$ cat config.mk
export PLATFORM = sky130hd
export DESIGN_NAME = serial_alu_sequencer
export DESIGN_NICKNAME = d
export VERILOG_FILES = /design/src/rtl/alu_seq_pkg.sv /design/src/rtl/serial_alu_sequencer.sv
export SDC_FILE = /design/constraint.sdc
export NUM_CORES = 1
export LEC_CHECK = 0
export ABC_AREA = 1
export ABC_CLOCK_PERIOD_IN_PS = 1300
export CAP_MARGIN = 10
export CORE_MARGIN = 8
export CORE_UTILIZATION = 48
export DETAILED_ROUTE_END_ITERATION = 10
export PLACE_DENSITY = 0.77
export SYNTH_ARGS = -nofsm -noshare
export SYNTH_HDL_FRONTEND = slang
export SYNTH_SLANG_ARGS = --single-unit
$ cat constraint.sdc
create_clock -name clk -period 1.3 [get_ports clk]
set_input_delay 0.195 -clock clk [delete_from_list [all_inputs] [get_ports clk]]
set_output_delay 0.195 -clock clk [all_outputs]
set_load 0.05 [all_outputs]
$ cat src/rtl/alu_seq_pkg.sv
// Shared constants for the bit-serial ALU sequencer: slice opcodes,
// FSM state encodings and the carry/borrow predicate.
package alu_seq_pkg;

   // Slice select values, in the slice's mux order
   localparam logic [2:0] OP_CLR  = 3'd0;
   localparam logic [2:0] OP_ADD  = 3'd1;
   localparam logic [2:0] OP_AND  = 3'd2;
   localparam logic [2:0] OP_OR   = 3'd3;
   localparam logic [2:0] OP_SUB  = 3'd4;
   localparam logic [2:0] OP_XOR  = 3'd5;
   localparam logic [2:0] OP_XNOR = 3'd6;
   localparam logic [2:0] OP_NOT  = 3'd7;

   // Sequencer FSM encodings
   localparam logic [1:0] ST_IDLE = 2'd0;
   localparam logic [1:0] ST_RUN  = 2'd1;
   localparam logic [1:0] ST_DONE = 2'd2;

   // Only ADD (carry) and SUB (borrow) report the chained carry bit
   function automatic logic op_has_carry(input logic [2:0] op);
      return (op == OP_ADD) || (op == OP_SUB);
   endfunction

endpackage

$ cat src/rtl/serial_alu_sequencer.sv
// Bit-serial sequencer for a one-bit ALU slice: accepts (op, A, B), feeds
// operand bits LSB first with the registered carry fed back on cin, and
// returns result/carry/zero over a valid/ready response handshake.
module serial_alu_sequencer
   import alu_seq_pkg::*;
#(
   parameter int WIDTH = 8
) (
   input  logic             clk,
   input  logic             rst_n,
   input  logic             req_valid,
   output logic             req_ready,
   input  logic [2:0]       req_op,
   input  logic [WIDTH-1:0] req_a,
   input  logic [WIDTH-1:0] req_b,
   output logic             alu_a,
   output logic             alu_b,
   output logic             alu_cin,
   output logic [2:0]       alu_s,
   input  logic             alu_out,
   input  logic             alu_cout,
   output logic             rsp_valid,
   input  logic             rsp_ready,
   output logic [WIDTH-1:0] rsp_result,
   output logic             rsp_carry,
   output logic             rsp_zero
);

   localparam int CW = (WIDTH > 1) ? $clog2(WIDTH) : 1;
   localparam logic [CW-1:0] CNT_LAST = CW'(WIDTH - 1);

   logic [1:0]       state_q, state_d;
   logic [2:0]       op_q, op_d;
   logic [WIDTH-1:0] a_q, a_d;
   logic [WIDTH-1:0] b_q, b_d;
   logic [WIDTH-1:0] res_q, res_d;
   logic             carry_q, carry_d;
   logic [CW-1:0]    cnt_q, cnt_d;

   // Next-state: capture in IDLE, one bit step per edge in RUN, drain in DONE
   always_comb begin
      state_d = state_q;
      op_d    = op_q;
      a_d     = a_q;
      b_d     = b_q;
      res_d   = res_q;
      carry_d = carry_q;
      cnt_d   = cnt_q;
      case (state_q)
         ST_IDLE: begin
            if (req_valid) begin
               op_d    = req_op;
               a_d     = req_a;
               b_d     = req_b;
               res_d   = {WIDTH{1'b0}};
               carry_d = 1'b0;
               cnt_d   = {CW{1'b0}};
               state_d = ST_RUN;
            end else begin
               state_d = ST_IDLE;
            end
         end
         ST_RUN: begin
            // Slice is combinational: its outputs belong to the current LSBs
            res_d   = {alu_out, res_q[WIDTH-1:1]};
            carry_d = alu_cout;
            a_d     = {1'b0, a_q[WIDTH-1:1]};
            b_d     = {1'b0, b_q[WIDTH-1:1]};
            cnt_d   = cnt_q + CW'(1);
            if (cnt_q == CNT_LAST) begin
               state_d = ST_DONE;
            end else begin
               state_d = ST_RUN;
            end
         end
         ST_DONE: begin
            if (rsp_ready) begin
               state_d = ST_IDLE;
            end else begin
               state_d = ST_DONE;
            end
         end
         default: begin
            state_d = ST_IDLE;
         end
      endcase
   end

   // State and datapath registers; reset discards any in-flight operation
   always_ff @(posedge clk or negedge rst_n) begin
      if (!rst_n) begin
         state_q <= ST_IDLE;
         op_q    <= 3'd0;
         a_q     <= {WIDTH{1'b0}};
         b_q     <= {WIDTH{1'b0}};
         res_q   <= {WIDTH{1'b0}};
         carry_q <= 1'b0;
         cnt_q   <= {CW{1'b0}};
      end else begin
         state_q <= state_d;
         op_q    <= op_d;
         a_q     <= a_d;
         b_q     <= b_d;
         res_q   <= res_d;
         carry_q <= carry_d;
         cnt_q   <= cnt_d;
      end
   end

   // Output decode straight from flops; everything idles at 0 except req_ready
   always_comb begin
      req_ready  = 1'b0;
      alu_a      = 1'b0;
      alu_b      = 1'b0;
      alu_cin    = 1'b0;
      alu_s      = 3'd0;
      rsp_valid  = 1'b0;
      rsp_result = {WIDTH{1'b0}};
      rsp_carry  = 1'b0;
      rsp_zero   = 1'b0;
      case (state_q)
         ST_IDLE: begin
            req_ready = 1'b1;
         end
         ST_RUN: begin
            alu_a   = a_q[0];
            alu_b   = b_q[0];
            alu_cin = carry_q;
            alu_s   = op_q;
         end
         ST_DONE: begin
            rsp_valid  = 1'b1;
            rsp_result = res_q;
            rsp_carry  = op_has_carry(op_q) ? carry_q : 1'b0;
            rsp_zero   = (res_q == {WIDTH{1'b0}});
         end
         default: begin
            req_ready = 1'b0;
         end
      endcase
   end

endmodule
# Yosys cells after proc, flatten, opt, wreduce, memory -nomap -nowiden
# Index checks and enable logic that the tools add are counted.
# word_totals
register_bits	33
latchBits	0
ram_bits	0
romBits	0
input_bits	25
output_inout_bits	18
wordCells	44
memories	0
# op_classes
add_sub_neg	1
n_mul	0
n_div	0
n_lt_le_gt_ge	0
eq_ne	6
shift	0
n_mux	24
bitwise	0
n_reduce_logical	6
# ops
operator	count
8-bit one-hot mux with 2 select lines	3
8-bit two-way mux	4
1-bit two-way mux	10
8-bit logical NOT	1
3-bit == test (second input constant)	2
3-bit two-way mux	2
2-bit one-hot mux with 3 select lines	1
3-bit one-hot mux with 2 select lines	1
2-bit two-way mux	2
2-bit AND reduction	2
3-bit by 1-bit adder with 3-bit output (second input constant)	1
3-bit by 1-bit == test with 1-bit output (second input constant)	1
2-bit by 1-bit == test with 1-bit output (second input constant)	1
2-bit == test (second input constant)	1
2-bit logical NOT	1
2-bit inequality test (second input constant)	1
1-bit one-hot mux with 2 select lines	1
2-bit nonzero test	1
1-bit logical OR	1

# Depth between registers and ports, before layout
# Gate-level depths: netlist (run 1).
# depth
ltp_word	4
mapped_depth	7

# Least setup slack after synthesis (run 1)
# OpenSTA, ideal clock, no wires.
# synth_path
path_type	reg-to-output
startpoint	reg state_q[0]
endpoint	out rsp_result[0]
t_arrival_ns	2.059
required_ns	1.105
setup_slack_ns	-0.954
path_stages_with_launch	4
path_cell_list	dfrtp_1 -> nor2_1 -> inv_2 -> nor2_1
# synth_via
elab_chain_len	2
# synth_rtl
item	line_no	rtl
from (decl)	serial_alu_sequencer.sv:32	logic [1:0] state_q, state_d;
from (signal assigned)	serial_alu_sequencer.sv:100	state_q <= state_d;
2-bit == test	serial_alu_sequencer.sv:121	case (state_q)
8-bit two-way mux	serial_alu_sequencer.sv:121	
to (decl)	serial_alu_sequencer.sv:24	output logic [WIDTH-1:0] rsp_result,
# No other way between the ends.

# Final worst setup path (run 1)
# layout_path
startpoint	reg state_q[1]
endpoint	out rsp_zero
# layout_via
elab_chain_len	2
# layout_rtl
item	line_no	rtl
2-bit == test	serial_alu_sequencer.sv:121	
1-bit two-way mux	serial_alu_sequencer.sv:121	
to (decl)	serial_alu_sequencer.sv:26	output logic rsp_zero
# No other way between the ends.

==> results by group, run 1 <==
Finish
  – Final nets: approximately 310
  – Share of layout cells above drive strength 1: 29.1%
  – Antenna cells: 0
  – Finished Layout Cells: approximately 330
  – Layout area overhead: 67.9%

STA
  – Setup ws final: -0.326 ns
  – Clock Skews: roughly 0.0084 ns
  – Min Tclk post-route: 1.63 ns
  – FMAX: 615 MHz
  – RSZ-0062 raised after global routing: yes
  – Slew Limit Headroom: around 81%
  – Fin. Hold Viols: 0
  – Worst-Margin Slew: roughly 0.28 ns
  – Setup Viol. Count Final: 37
  – Final Cycle Share: 125%
  – Final Max Slew Viols: 0
  – Setup TNS: -7.33 ns
  – Worst hold slack: 0.225 ns

Clock network
  – Worst-Skew Late Latency: between 0.3 and 0.4 ns
  – Worst-path clk slew: ~0.10 ns
  – H-tree levels: 2
  – Clock sink total: 33
  – CTS root buf: clkbuf_4
  – CTS tree: yes
  – Hold buffer count at CTS: 0
  – TritonCTS Buffers: 5
  – Worst-case clock buffer depth: 2

Power and ir drop
  – Clock Power Share: about a tenth
  – Logic pwr share: roughly three fifths
  – Pint: about 0.0032 W
  – Leakage: about 1.3 nW
  – P per Cell Area: 2140 nW/um^2
  – Flop pwr share: 29.9%
  – Max VDD drop: around 1.2 mV
  – Final Total Pwr: a little under 0.006 W
  – Sw Ratio: between 40% and 50%
  – Sw Pwr: 0.00265 W

Floorplanning
  – Die X-Extent: between 70 and 80 um
  – Die area: approximately 5500 um^2
  – Core Area: 3310 um^2
  – Initial core utilization: 49.4%
  – Die height: between 70 and 80 um
  – Row count: 21
  – # IOs: 43

Global routing
  – GRT Overall Usage: between 10% and 20%
  – Largest net degree at the start of global routing: 34
  – Gr ovfl total: 0
  – Initial antenna violation count: 0
  – Vias in the first global route: 1667
  – First-pass GRT wire length: around 7800 um

Setup path
  – Reg2Reg Setup Slack: -0.20 ns
  – Kind of start point of the critical path: flip-flop
  – Delay-heaviest family, CP: flip-flops
  – Reg2reg start: state_q[1]$_DFF_PN0_
  – Largest incremental delay on the critical path: 0.40 ns
  – WP buf/inv: 3
  – Critical path class: flip-flop to output pin
  – Critical Path RT: approximately 1.1 ns
  – CP endpoint kind: output pin
  – Slowest stage cell, crit path: dfrtp_1
  – FF-to-FF End: a_q[6]$_DFFE_PN0P_
  – CP most frequent cell: nor2_4
  – Cells along the critical path: inv_2 -> nor2_4 -> buf_6 -> nand3_4 -> nor2_4 -> buf_12
  – Worst R2R Path Depth: 8
  – Critical Path Fanout Max: 4
  – Critical Path AT: about 1.4 ns

Outcome
  – Failing checks: setup timing
  – Run status: finished, violations left

Routing
  – Total wire length: 5010 um
  – Avg Vias per Cell: ~5.1
  – Via Count: 1684
  – DR pass1 iterations: 4
  – DRT iter0 DRCs: 95
  – Wirelength per Cell: approximately 15 um
  – DRC: 0
  – Final ANT Viol Nets: 0

Yosys
  – Post-synth top cells: nand2_1 (98), dfrtp_1 (33), nand3_1 (26), nor2_1 (20), inv_1 (16)
  – Post-Syn Area: about 1600 um^2
  – Flops & latches, synth: 33
  – Ys async rst share: 100%
  – Most area-consuming cells after synthesis: dfrtp_1 (50%), nand2_1 (22%), nand3_1 (8.0%)
  – Syn Nets: between 200 and 250
  – Most common cell in the netlist: nand2_1
  – Mean area per synthesized cell: around 7.4 um^2
  – Post-synth EDFFs: 0
  – Post-synthesis cell type count: 15
  – Top cell type's share of synthesized area: between 50 and 60%
  – Dominant synthesized flop cell: dfrtp_1
  – Cells after Synth: 220
  – Synth area leader: dfrtp_1
  – Ys Warns: 0
  – Register area share after synthesis: between 50% and 60%

Job
  – Max-Cap Viols: 0

Placement
  – Pre-CTS setup slack: -0.0741 ns
  – Gpl congestion: ~0.83
  – Half-perimeter wire length after placement: around 3000 um
  – Port Buf Inserts: between 40 and 50
  – DP Cell Count: ~310

Hold path
  – Hold WC Path Type: input port to async pin
==> worst max-delay path by stage <==
stage | slack (ns) | endpoint | startpoint | depth (start not counted)
floorplan | -0.16 | rsp_result[0] | state_q[0]$_DFF_PN0_ | 3
global placement | -0.03 | b_q[2]$_DFFE_PN0P_ | req_valid | 5
CTS | -0.29 | rsp_zero | state_q[0]$_DFF_PN0_ | 5
global route | -0.35 | rsp_carry | state_q[1]$_DFF_PN0_ | 6
finish | -0.33 | rsp_zero | state_q[1]$_DFF_PN0_ | 6
detailed placement | -0.07 | a_q[0]$_DFFE_PN0P_ | req_valid | 5
==> placed cells by master (no fill, tap or decap), drive strengths merged <==
master and count:
nand2 98, buf 43, dfrtp 33, nand3 26
clkdlybuf4s50 24, nor2 20, inv 17, o21ai 11
clkbuf 7, clkinvlp 2, ha 2, nand4 1
xnor2 1
==> worst register-to-register path, cell delays in order (launching register included) <==
cell and delay [ns]:
dfrtp_1 0.40, inv_2 0.09, buf_4 0.14, buf_4 0.15, o21ai_4 0.11, buf_6 0.15, clkinvlp_4 0.19, nand2_1 0.12
nand2_1 0.06
==> sequential cells by signal (all words and copies together), names as in the netlist <==
| name | cells |
|---|---|
| cnt_q | 3 |
| carry_q | 1 |
| b_q | 8 |
| state_q | 2 |
| a_q | 8 |
| res_q | 8 |
| op_q | 3 |
==> kinds of logic (layout without fill, tap and decap cells) <==
logic type / after synthesis / in the layout / share of synthesized area, %
AND/OR/NAND/NOR: 145 / 145 / 35.4
AO/OA/AOI/OAI: 11 / 11 / 3.36
buffers and inverters: 28 / 93 / 8.72
flip-flops: 33 / 33 / 50.5
adder cells (fa/ha/maj): 2 / 2 / 1.53
XOR/XNOR: 1 / 1 / 0.535
==> per-stage QoR <==
step	utilization (%)	cell area (um^2)
detailed placement	75.4	2500
CTS	80.4	2660
floorplan	-	1800
global route	83.0	2750
finish	83.0	2750
global placement	75.4	2500
==> routing by layer <==
layer  global-route usage [%]  vias to the layer above  share of wire (%)
met1                     21.0                      787                 38
met5                        0                        -                  0
met4                     8.48                        0                2.5
li1                         -                      812                  -
met2                     31.1                       70                 52
met3                     5.26                       15                7.6
==> timing repair <==
action                     4_1_cts  5_1_grt
cloned                           1        1
setup endpoints to repair       18       42
buffers inserted                 7        4
pin swaps                        5       15
gates resized for setup         14       17
==> final cells by class <==
class                      instances  area, um^2
timing repair buffer              67         860
clock buffer                       7        55.1
sequential                        33         827
inverter                          17        75.1
timing repair inverter             2        16.3
multi-input combinational        159         857
fill                             200         563
tap                               46        57.6
==> power groups by stage <==
stage	clock network (W)	registers [W]	logic (W)
final	0.000582	0.00176	0.00354
after global routing	0.000620	0.00181	0.00387
after CTS	0.000605	0.00173	0.00326
after detailed placement	0	0.00177	0.00301
after global placement	0	0.00176	0.00294
after floorplan	0	0.00169	0.00209
Note: power is estimated with default switching activity, not from simulation.
==> inputs of run 2 (changes only) <==
Settings changed: ABC_CLOCK_PERIOD_IN_PS 1300 to not set.
==> results of run 2 <==
Same layout as run 1: the final DEF is identical, and so are final timing and power.
